[config.mk]
export PLATFORM = sky130hd
export DESIGN_NAME = imem_loader
export DESIGN_NICKNAME = d
export VERILOG_FILES = /design/src/rtl/imem_pkg.sv /design/src/rtl/byte_to_word_packer.sv /design/src/rtl/imem_loader.sv
export SDC_FILE = /design/constraint.sdc
export NUM_CORES = 1
export LEC_CHECK = 0
export BUFFER_PORTS_ARGS = -buffer_cell sky130_fd_sc_hd__buf_2
export CAP_MARGIN = 10
export CORE_MARGIN = 10
export CORE_UTILIZATION = 42
export CTS_CLUSTER_DIAMETER = 50
export CTS_CLUSTER_SIZE = 10
export DETAILED_ROUTE_END_ITERATION = 10
export PLACE_DENSITY = 0.64
export SETUP_SLACK_MARGIN = 0.4
export SLEW_MARGIN = 20
export SYNTH_ARGS = -nofsm -noshare
export SYNTH_HDL_FRONTEND = slang
export SYNTH_SLANG_ARGS = --single-unit
[constraint.sdc]
create_clock -name clk -period 2.75 [get_ports clk]
set_input_delay 0.1375 -clock clk [delete_from_list [all_inputs] [get_ports clk]]
set_output_delay 0.1375 -clock clk [all_outputs]
set_load 0.02 [all_outputs]
[src/rtl/imem_pkg.sv]
// Shared types and constants for the instruction-memory boot loader.
// The optional checksum trailer is enabled by defining IMEM_LOADER_CHECKSUM_EN.
package imem_pkg;

  localparam int IMEM_ADDR_W = 10;
  localparam int IMEM_BYTES  = 1024;

  // Big-endian lanes: the byte at word address +0 lives in the top lane.
  localparam int LANE_W     = 8;
  localparam int WORD_LANES = 4;
  localparam int LANE0_LSB  = 24;
  localparam int LANE1_LSB  = 16;
  localparam int LANE2_LSB  = 8;
  localparam int LANE3_LSB  = 0;

  typedef enum logic [2:0] {
    ST_IDLE,
    ST_LEN_HI,
    ST_LEN_LO,
    ST_PAYLOAD,
    ST_WRITE,
    ST_CSUM,
    ST_DONE,
    ST_ERR
  } state_t;

endpackage

[src/rtl/byte_to_word_packer.sv]
// Collects big-endian bytes into 32-bit words; word_ready flags the byte
// that completes a word, with the full word presented on the same cycle.
module byte_to_word_packer
  import imem_pkg::*;
(
  input  logic                         clk,
  input  logic                         rst,
  input  logic                         clear,
  input  logic                         push,
  input  logic [LANE_W-1:0]            byte_in,
  output logic [WORD_LANES*LANE_W-1:0] word,
  output logic                         word_ready
);

  localparam int HELD_W = (WORD_LANES - 1) * LANE_W;

  logic [HELD_W-1:0] held;
  logic [1:0]        count;

  // Earlier bytes already sit in the upper lanes; the incoming byte fills lane 3.
  assign word       = {held, byte_in};
  assign word_ready = push && (count == 2'(WORD_LANES - 1));

  always_ff @(posedge clk) begin
    // NOTE: non-blocking assignments so every register samples pre-edge values.
    if (rst || clear) begin
      held  <= '0;
      count <= '0;
    end else if (push) begin
      held  <= {held[HELD_W-LANE_W-1:0], byte_in};
      count <= count + 2'd1;
    end
  end

endmodule

[src/rtl/imem_loader.sv]
// Boot-time loader: length-prefixed byte stream -> big-endian word writes.
// Define IMEM_LOADER_CHECKSUM_EN to require a trailing XOR checksum byte.
module imem_loader
  import imem_pkg::*;
#(
  parameter int ADDR_W    = IMEM_ADDR_W,
  parameter int MEM_BYTES = IMEM_BYTES,
  parameter int BASE_ADDR = 0
) (
  input  logic              clk,
  input  logic              rst,
  input  logic              start,
  input  logic [7:0]        in_byte,
  input  logic              in_valid,
  output logic              in_ready,
  output logic              mem_we,
  output logic [ADDR_W-1:0] mem_addr,
  output logic [31:0]       mem_wdata,
  output logic              cpu_hold,
  output logic              done,
  output logic              error,
  output logic [15:0]       words_written
);

  localparam logic [31:0] ROOM = 32'(MEM_BYTES - BASE_ADDR);

  state_t      state;
  logic [15:0] len;
  logic        len_loaded;
  logic        take;
  logic        restartable;
  logic        pack_clear;
  logic        pack_push;
  logic        word_ready;
  logic [31:0] word;
  logic [31:0] len_bytes;

`ifdef IMEM_LOADER_CHECKSUM_EN
  logic [7:0]  csum;
`endif

  assign take        = in_valid && in_ready;
  assign restartable = (state == ST_IDLE) || (state == ST_DONE) || (state == ST_ERR);
  assign pack_clear  = start && restartable;
  assign pack_push   = take && (state == ST_PAYLOAD);
  assign len_bytes   = {14'd0, len, 2'b00};

  byte_to_word_packer u_packer (
    .clk        (clk),
    .rst        (rst),
    .clear      (pack_clear),
    .push       (pack_push),
    .byte_in    (in_byte),
    .word       (word),
    .word_ready (word_ready)
  );

  always_ff @(posedge clk) begin
    if (rst) begin
      state         <= ST_IDLE;
      in_ready      <= 1'b0;
      mem_we        <= 1'b0;
      mem_addr      <= '0;
      mem_wdata     <= '0;
      cpu_hold      <= 1'b1;
      done          <= 1'b0;
      error         <= 1'b0;
      words_written <= '0;
      len           <= '0;
      len_loaded    <= 1'b0;
`ifdef IMEM_LOADER_CHECKSUM_EN
      csum          <= '0;
`endif
    end else begin
      // NOTE: default first; the one branch that writes overrides it later in the block.
      mem_we <= 1'b0;

      case (state)
        ST_IDLE, ST_DONE, ST_ERR: begin
          if (start) begin
            state         <= ST_LEN_HI;
            in_ready      <= 1'b1;
            cpu_hold      <= 1'b1;
            done          <= 1'b0;
            error         <= 1'b0;
            words_written <= '0;
            len           <= '0;
            len_loaded    <= 1'b0;
`ifdef IMEM_LOADER_CHECKSUM_EN
            csum          <= '0;
`endif
          end
        end

        ST_LEN_HI: begin
          if (take) begin
            len[15:8] <= in_byte;
            state     <= ST_LEN_LO;
`ifdef IMEM_LOADER_CHECKSUM_EN
            csum      <= csum ^ in_byte;
`endif
          end
        end

        // Capture cycle, then one evaluation cycle with the stream paused.
        ST_LEN_LO: begin
          if (!len_loaded) begin
            if (take) begin
              len[7:0]   <= in_byte;
              len_loaded <= 1'b1;
              in_ready   <= 1'b0;
`ifdef IMEM_LOADER_CHECKSUM_EN
              csum       <= csum ^ in_byte;
`endif
            end
          end else begin
            len_loaded <= 1'b0;
            if (len == 16'd0) begin
`ifdef IMEM_LOADER_CHECKSUM_EN
              state    <= ST_CSUM;
              in_ready <= 1'b1;
`else
              state    <= ST_DONE;
              done     <= 1'b1;
              cpu_hold <= 1'b0;
`endif
            end else if (len_bytes > ROOM) begin
              state <= ST_ERR;
              error <= 1'b1;
            end else begin
              state    <= ST_PAYLOAD;
              in_ready <= 1'b1;
            end
          end
        end

        ST_PAYLOAD: begin
`ifdef IMEM_LOADER_CHECKSUM_EN
          if (take) begin
            csum <= csum ^ in_byte;
          end
`endif
          if (word_ready) begin
            state     <= ST_WRITE;
            in_ready  <= 1'b0;
            mem_we    <= 1'b1;
            mem_addr  <= ADDR_W'(32'(BASE_ADDR) + {14'd0, words_written, 2'b00});
            mem_wdata <= word;
          end
        end

        ST_WRITE: begin
          words_written <= words_written + 16'd1;
          if (words_written + 16'd1 == len) begin
`ifdef IMEM_LOADER_CHECKSUM_EN
            state    <= ST_CSUM;
            in_ready <= 1'b1;
`else
            state    <= ST_DONE;
            done     <= 1'b1;
            cpu_hold <= 1'b0;
`endif
          end else begin
            state    <= ST_PAYLOAD;
            in_ready <= 1'b1;
          end
        end

`ifdef IMEM_LOADER_CHECKSUM_EN
        ST_CSUM: begin
          if (take) begin
            in_ready <= 1'b0;
            if (in_byte == csum) begin
              state    <= ST_DONE;
              done     <= 1'b1;
              cpu_hold <= 1'b0;
            end else begin
              state <= ST_ERR;
              error <= 1'b1;
            end
          end
        end
`endif

        default: begin
          state    <= ST_IDLE;
          in_ready <= 1'b0;
        end
      endcase
    end
  end

endmodule
* Yosys cells after proc, flatten, opt, wreduce, memory -nomap -nowiden
Index checks and enable logic that the tools add are counted.
** Cells by class
- $add $sub $neg :: 2
- Magnitude comparators :: 1
- Equal/unequal tests :: 22
- Muxes and demuxes :: 39
- Bitwise gates (word level) :: 2
- Reduce and logical (&&, ||, !) cells :: 24
** Operators with widths (count)
- 16-bit case mux with 2 select lines :: 1
- 8-bit case mux with 2 select lines :: 2
- 3-bit two-way mux :: 7
- 1-bit two-way mux :: 20
- 2-bit inequality test (second input constant) :: 10
- 18-bit by 11-bit > comparator with 1-bit output (second input constant) :: 1
- 16-bit by 1-bit adder with 16-bit output (second input constant) :: 1
- 16-bit == test :: 1
- 16-bit logical NOT :: 1
- 16-bit two-way mux :: 1
- 8-bit two-way mux :: 2
- 3-bit case mux with 5 select lines :: 1
- 5-bit AND reduction :: 2
- 3-bit == test (second input constant) :: 3
- 3-bit inequality test (second input constant) :: 3
- 4-bit AND reduction :: 2
- 7-bit AND reduction :: 1
- 3-bit by 2-bit == test with 1-bit output (second input constant) :: 2
- 1-bit case mux with 3 select lines :: 2
- 2-bit AND reduction :: 3
- 2-bit nonzero test :: 3
- 1-bit case mux with 5 select lines :: 1
- 1-bit logical AND :: 4
- 1-bit case mux with 2 select lines :: 2
- 11 further kinds :: 14
** Word-level totals
- Flip-flop bits (word level) :: 107
- Output and inout port bits :: 63
- Word-level logic and storage cells :: 104

* Longest topological paths before layout
- Depth in word-level cells :: 5
- Gate-level depth with buffers :: 8
- Gate-level depth less buffers :: 8

* Modules after synthesis
From an unflattened synthesis, not the netlist that was laid out.
** Unflattened totals
- Cell total of the unflattened synthesis :: 621
- Area, all modules :: 4976.0 um2
** Modules (own cells, without submodules)
- imem_loader :: times used 1, cells each 526, area an instance 3936.3 um2, seq. area each 1621.6 um2
- byte_to_word_packer :: times used 1, cells each 95, area an instance 1039.7 um2, seq. area each 520.5 um2

* Worst setup path before layout
OpenSTA, ideal clock, no wires.
- Kind :: reg2reg
- Start :: register words_written[1]
- End :: register done
- Library setup time :: 0.121 ns
- Arrival :: 2.366 ns
- Required time :: 2.629 ns
- Slack :: 0.263 ns
- Stages on the path, launching flop included :: 9
- Path buffers :: 0
- Period minus slack after synthesis :: 2.487 ns
- Path through :: dfxtp_1 ha_1 nand3_2 nor2_4 nand2_2 or4_4 a211oi_2 a21oi_2 mux2_4
** On the way
- Word-level cells in the longest chain between the ends :: 4
** Ends and longest elaborated chain
- start, declared :: line imem_loader.sv:22 : output logic [15:0] words_written
- start signal, assigned :: line imem_loader.sv:153 : words_written <= words_written + 16'd1;
- 16-bit by 1-bit adder with 16-bit output :: line imem_loader.sv:154 : if (words_written + 16'd1 == len) begin
- 16-bit == test :: line imem_loader.sv:154
- 2-bit inequality test (no source line)
- 5-bit AND reduction (no source line)
- end signal, assigned :: line imem_loader.sv:84 : done <= 1'b0;
- end signal, assigned :: line imem_loader.sv:124 : done <= 1'b1;
- end signal, assigned :: line imem_loader.sv:160 : done <= 1'b1;
- end, declared :: line imem_loader.sv:20 : output logic done,
No other way between the ends.
A chain may end at the register's enable or synchronous reset.

* Worst setup path after layout
- Start :: register words_written[0]
- End :: register state[0]
** On the way
- Word-level cells in the longest chain between the ends :: 4
** Ends and longest elaborated chain
- 16-bit by 1-bit adder with 16-bit output :: line imem_loader.sv:154
- 16-bit == test :: line imem_loader.sv:154
- 3-bit two-way mux :: line imem_loader.sv:154
- 3-bit case mux with 5 select lines :: line imem_loader.sv:78 : case (state)
- end signal, assigned :: line imem_loader.sv:81 : state <= ST_LEN_HI;
- end signal, assigned :: line imem_loader.sv:159 : state <= ST_DONE;
- end signal, assigned :: line imem_loader.sv:164 : state <= ST_PAYLOAD;
- end, declared :: line imem_loader.sv:27 : state_t state;
No other way between the ends.

==> flow_metrics.tcl <==
set metrics [dict create \
    yosysUniqueCellTypes 61 \
    clockBufferDepth 2 \
    root_buffer "clkbuf_16" \
    peakVddDrop_mv 0.342 \
    cts_buffers 9 \
    synth-seq-cells 107 \
    vias_per_cell 5.50 \
    grt_usage_pct 16.2 \
    fin_crit_ps 2260 \
    layout_setup_ws_ps 493 \
    diodes 0 \
    port_buffers 72 \
    slowest_stage "or4_4" \
    hold_ws_ps 81.4 \
    core_area_mm2 0.0109 \
    max_stage_delay_ps 540 \
    power_density_mw_per_mm2 695 \
    syn_area_mm2 0.00475 \
    path_max_fanout 9 \
    syn_area_per_cell_um2 7.69 \
    grt_pass1_vias 4351 \
    tritoncts "built" \
    route.detailed.drc 0 \
    cts_sinks 107 \
    worstPathRequired_ps 2990 \
    crit_chain "ha_4 > nand3_4 > nor2_4 > nand2_2 > or4_4 > a2111oi_2 > nor2_1 > o221a_1" \
    total_power_mw 3.92 \
    vias 4484 \
    finalNetCount 684 \
    synth_top_family_by_area "simple AND/OR/NAND/NOR gates" \
    tns_ps 0 \
    synth_ff_type "dfxtp_1" \
    synth-adder-area-share_pct 0.527 \
    clk_pin_slew_ps 70 \
    max-cap-violations 0 \
    place_area_mm2 0.00519 \
    rows 38 \
    grt_max_degree 63 \
    ios 75 \
    antenna_found_initial 0 \
    pre_cts_ws_ps 217 \
    die_h_um 126 \
    drv_slew 0 \
    synth.area.mux_share_pct 0.949 \
    dieArea_mm2 0.0160 \
    stdcell_area_mm2 0.00564 \
    crit_arrival_ps 2500 \
    synth-simple-area-share_pct 25.6 \
    drt_first_pass_iters 5 \
    synth_cells 617 \
    num-fill-cells 1079 \
    start_util_pct 43.4 \
    synth_top_cell_by_area "dfxtp_1" \
    crit_path_start_kind "flip-flop" \
    placed_cells 796 \
    yosysTopAreaCellShare_pct 45.1 \
    postRouteAntennaNets 0 \
    yosysSeqAreaShare_pct 45.1 \
    setup_viol 0 \
    hpwl_mm 9.54 \
    synth_edf_count 0 \
    p_leak_nw 2.10 \
    instances_no_fill 815 \
    clk_latency_ps 340 \
    synth_compound_area_share_pct 19.5 \
    finalClockSkew_ps 3.85 \
    max-slew-margin-rel_pct 52.6 \
    htreeDepth 3 \
    path_buf_inv 0 \
    wirelength_mm 13.3 \
    synthTopCellsByArea "dfxtp_1 (45%), nand2_1 (12%), a21oi_1 (9.7%)" \
    wl_per_cell_um 16.3 \
    crit_family "simple AND/OR/NAND/NOR gates" \
    hp-class "in -> reg" \
    drt-initial-drc-count 378 \
    tightest_slew_ps 709 \
    post-route-util_pct 51.6 \
    hold_viol 0 \
    status "finished, final reports clean" \
    path_class "reg -> reg" \
    gpl.final_weighted_congestion 0.936 \
    drive_gt1_share_pct 20.9 \
    period_share_pct 82.1 \
    synthXorXnorAreaFrac_pct 4.06 \
    fp.dieW_um 126 \
    grt_setup_unrepaired "yes" \
    cp-end-kind "flip-flop" \
    async_reset_ff_share_pct 0 \
    grt-ovfl-total 0 \
    grt_pass1_wl_mm 22.1 \
    area_growth_pct 18.9 \
    fmax_ghz 0.443 \
    ys_warn_count 0 \
]
==> area by class of cell <==
class | instances | area (um2) | share of cell area, %
Tap cell | 140 | 175 | 3.10
Timing Repair Buffer | 85 | 458 | 8.11
Inverter | 5 | 18.8 | 0.333
Clock inverter | 5 | 46.3 | 0.820
Sequential cell | 107 | 2170 | 38.5
Clock buffer | 11 | 253 | 4.48
Multi-Input combinational cell | 462 | 2520 | 44.7
==> worst reg2reg max path, cell delays in order (launching register included) <==
cell and delay, ps:
dfxtp_4 410, ha_4 190, nand3_4 130, nor2_4 120, nand2_2 60, or4_4 540
a2111oi_2 370, nor2_1 80, o221a_1 250
==> layout by cell type (no fill, tap or decap), types with 4 or more instances in the layout <==
master / synthesis / final
nand2_1: 155 / 155
dfxtp_1: 107 / 94
a21oi_1: 92 / 92
buf_2: 6 / 72
nor2_1: 49 / 48
o21ai_0: 20 / 19
nand3_1: 17 / 16
nor3_1: 13 / 13
xnor2_1: 14 / 13
buf_4: 2 / 13
a22oi_1: 10 / 10
clkbuf_16: 0 / 9
xor2_1: 8 / 8
dfxtp_2: 0 / 8
nand2b_1: 5 / 5
inv_1: 5 / 5
a31oi_1: 5 / 5
dfxtp_4: 0 / 5
and3_1: 5 / 4
a311oi_1: 4 / 4
==> cells by family after synthesis <==
family,after synthesis
buffers and inverters,49
multiplexers,4
XOR/XNOR,22
other,1
flip-flops,107
AND/OR/NAND/NOR,275
adder cells (fa/ha/maj),2
AO/OA/AOI/OAI,157
==> synthesized netlist by cell type, types with 3 or more instances <==
master and instances:
a311oi_1 4, xor2_1 8, nand3_1 17, a31oi_1 5, and3_1 5, buf_2 6, buf_1 4, o21ai_0 20
nor2_1 49, or2_2 3, nand4_1 3, mux2i_1 3, xnor2_1 14, dfxtp_1 107, a21oi_1 92, clkbuf_1 32
inv_1 5, nor4_1 7, a22oi_1 10, nand2_1 155, nor2b_1 3, nand2b_1 5, nor3_1 13
==> routing by layer <==
layer  global-route usage [%]  share of wire (%)  up-vias
met3                     3.96                5.4       20
met5                        0                  0        -
li1                         -                  -     2227
met2                     27.0                 48      121
met4                     4.02                1.3        0
met1                     20.6                 45     2116
==> power by group <==
group	internal, mW	switching, mW	leakage (nW)	total [mW]
registers	1.61	0.122	0.871	1.73
logic	0.322	0.604	1.08	0.926
clock network	0.675	0.594	0.145	1.27
==> state kept, by name, indices dropped and copies added, names as in the netlist <==
name	count
cpu_hold	1
mem_wdata	32
state	3
in_ready	1
mem_we	1
u_packer.held	24
u_packer.count	2
done	1
len	16
error	1
len_loaded	1
mem_addr	8
words_written	16
==> final timing paths <==
path | from | endpoint | slack, ps | cells past startpoint
worst min-delay path | in_byte[0] | mem_wdata[0] | 80 | 3
worst min register to register | mem_wdata[1] | mem_wdata[1] | 450 | 2
worst max register to register | words_written[0] | state[0] | 490 | 8
worst max-delay path | words_written[0] | state[0] | 490 | 8
==> repair_timing <==
action                     CTS  global route
resized for setup           14            23
hold buffers                 0             0
pin swaps                    2             4
setup endpoints to repair    4             5
setup buffers                2             1
No activity file was read; power rests on OpenSTA's default activity.
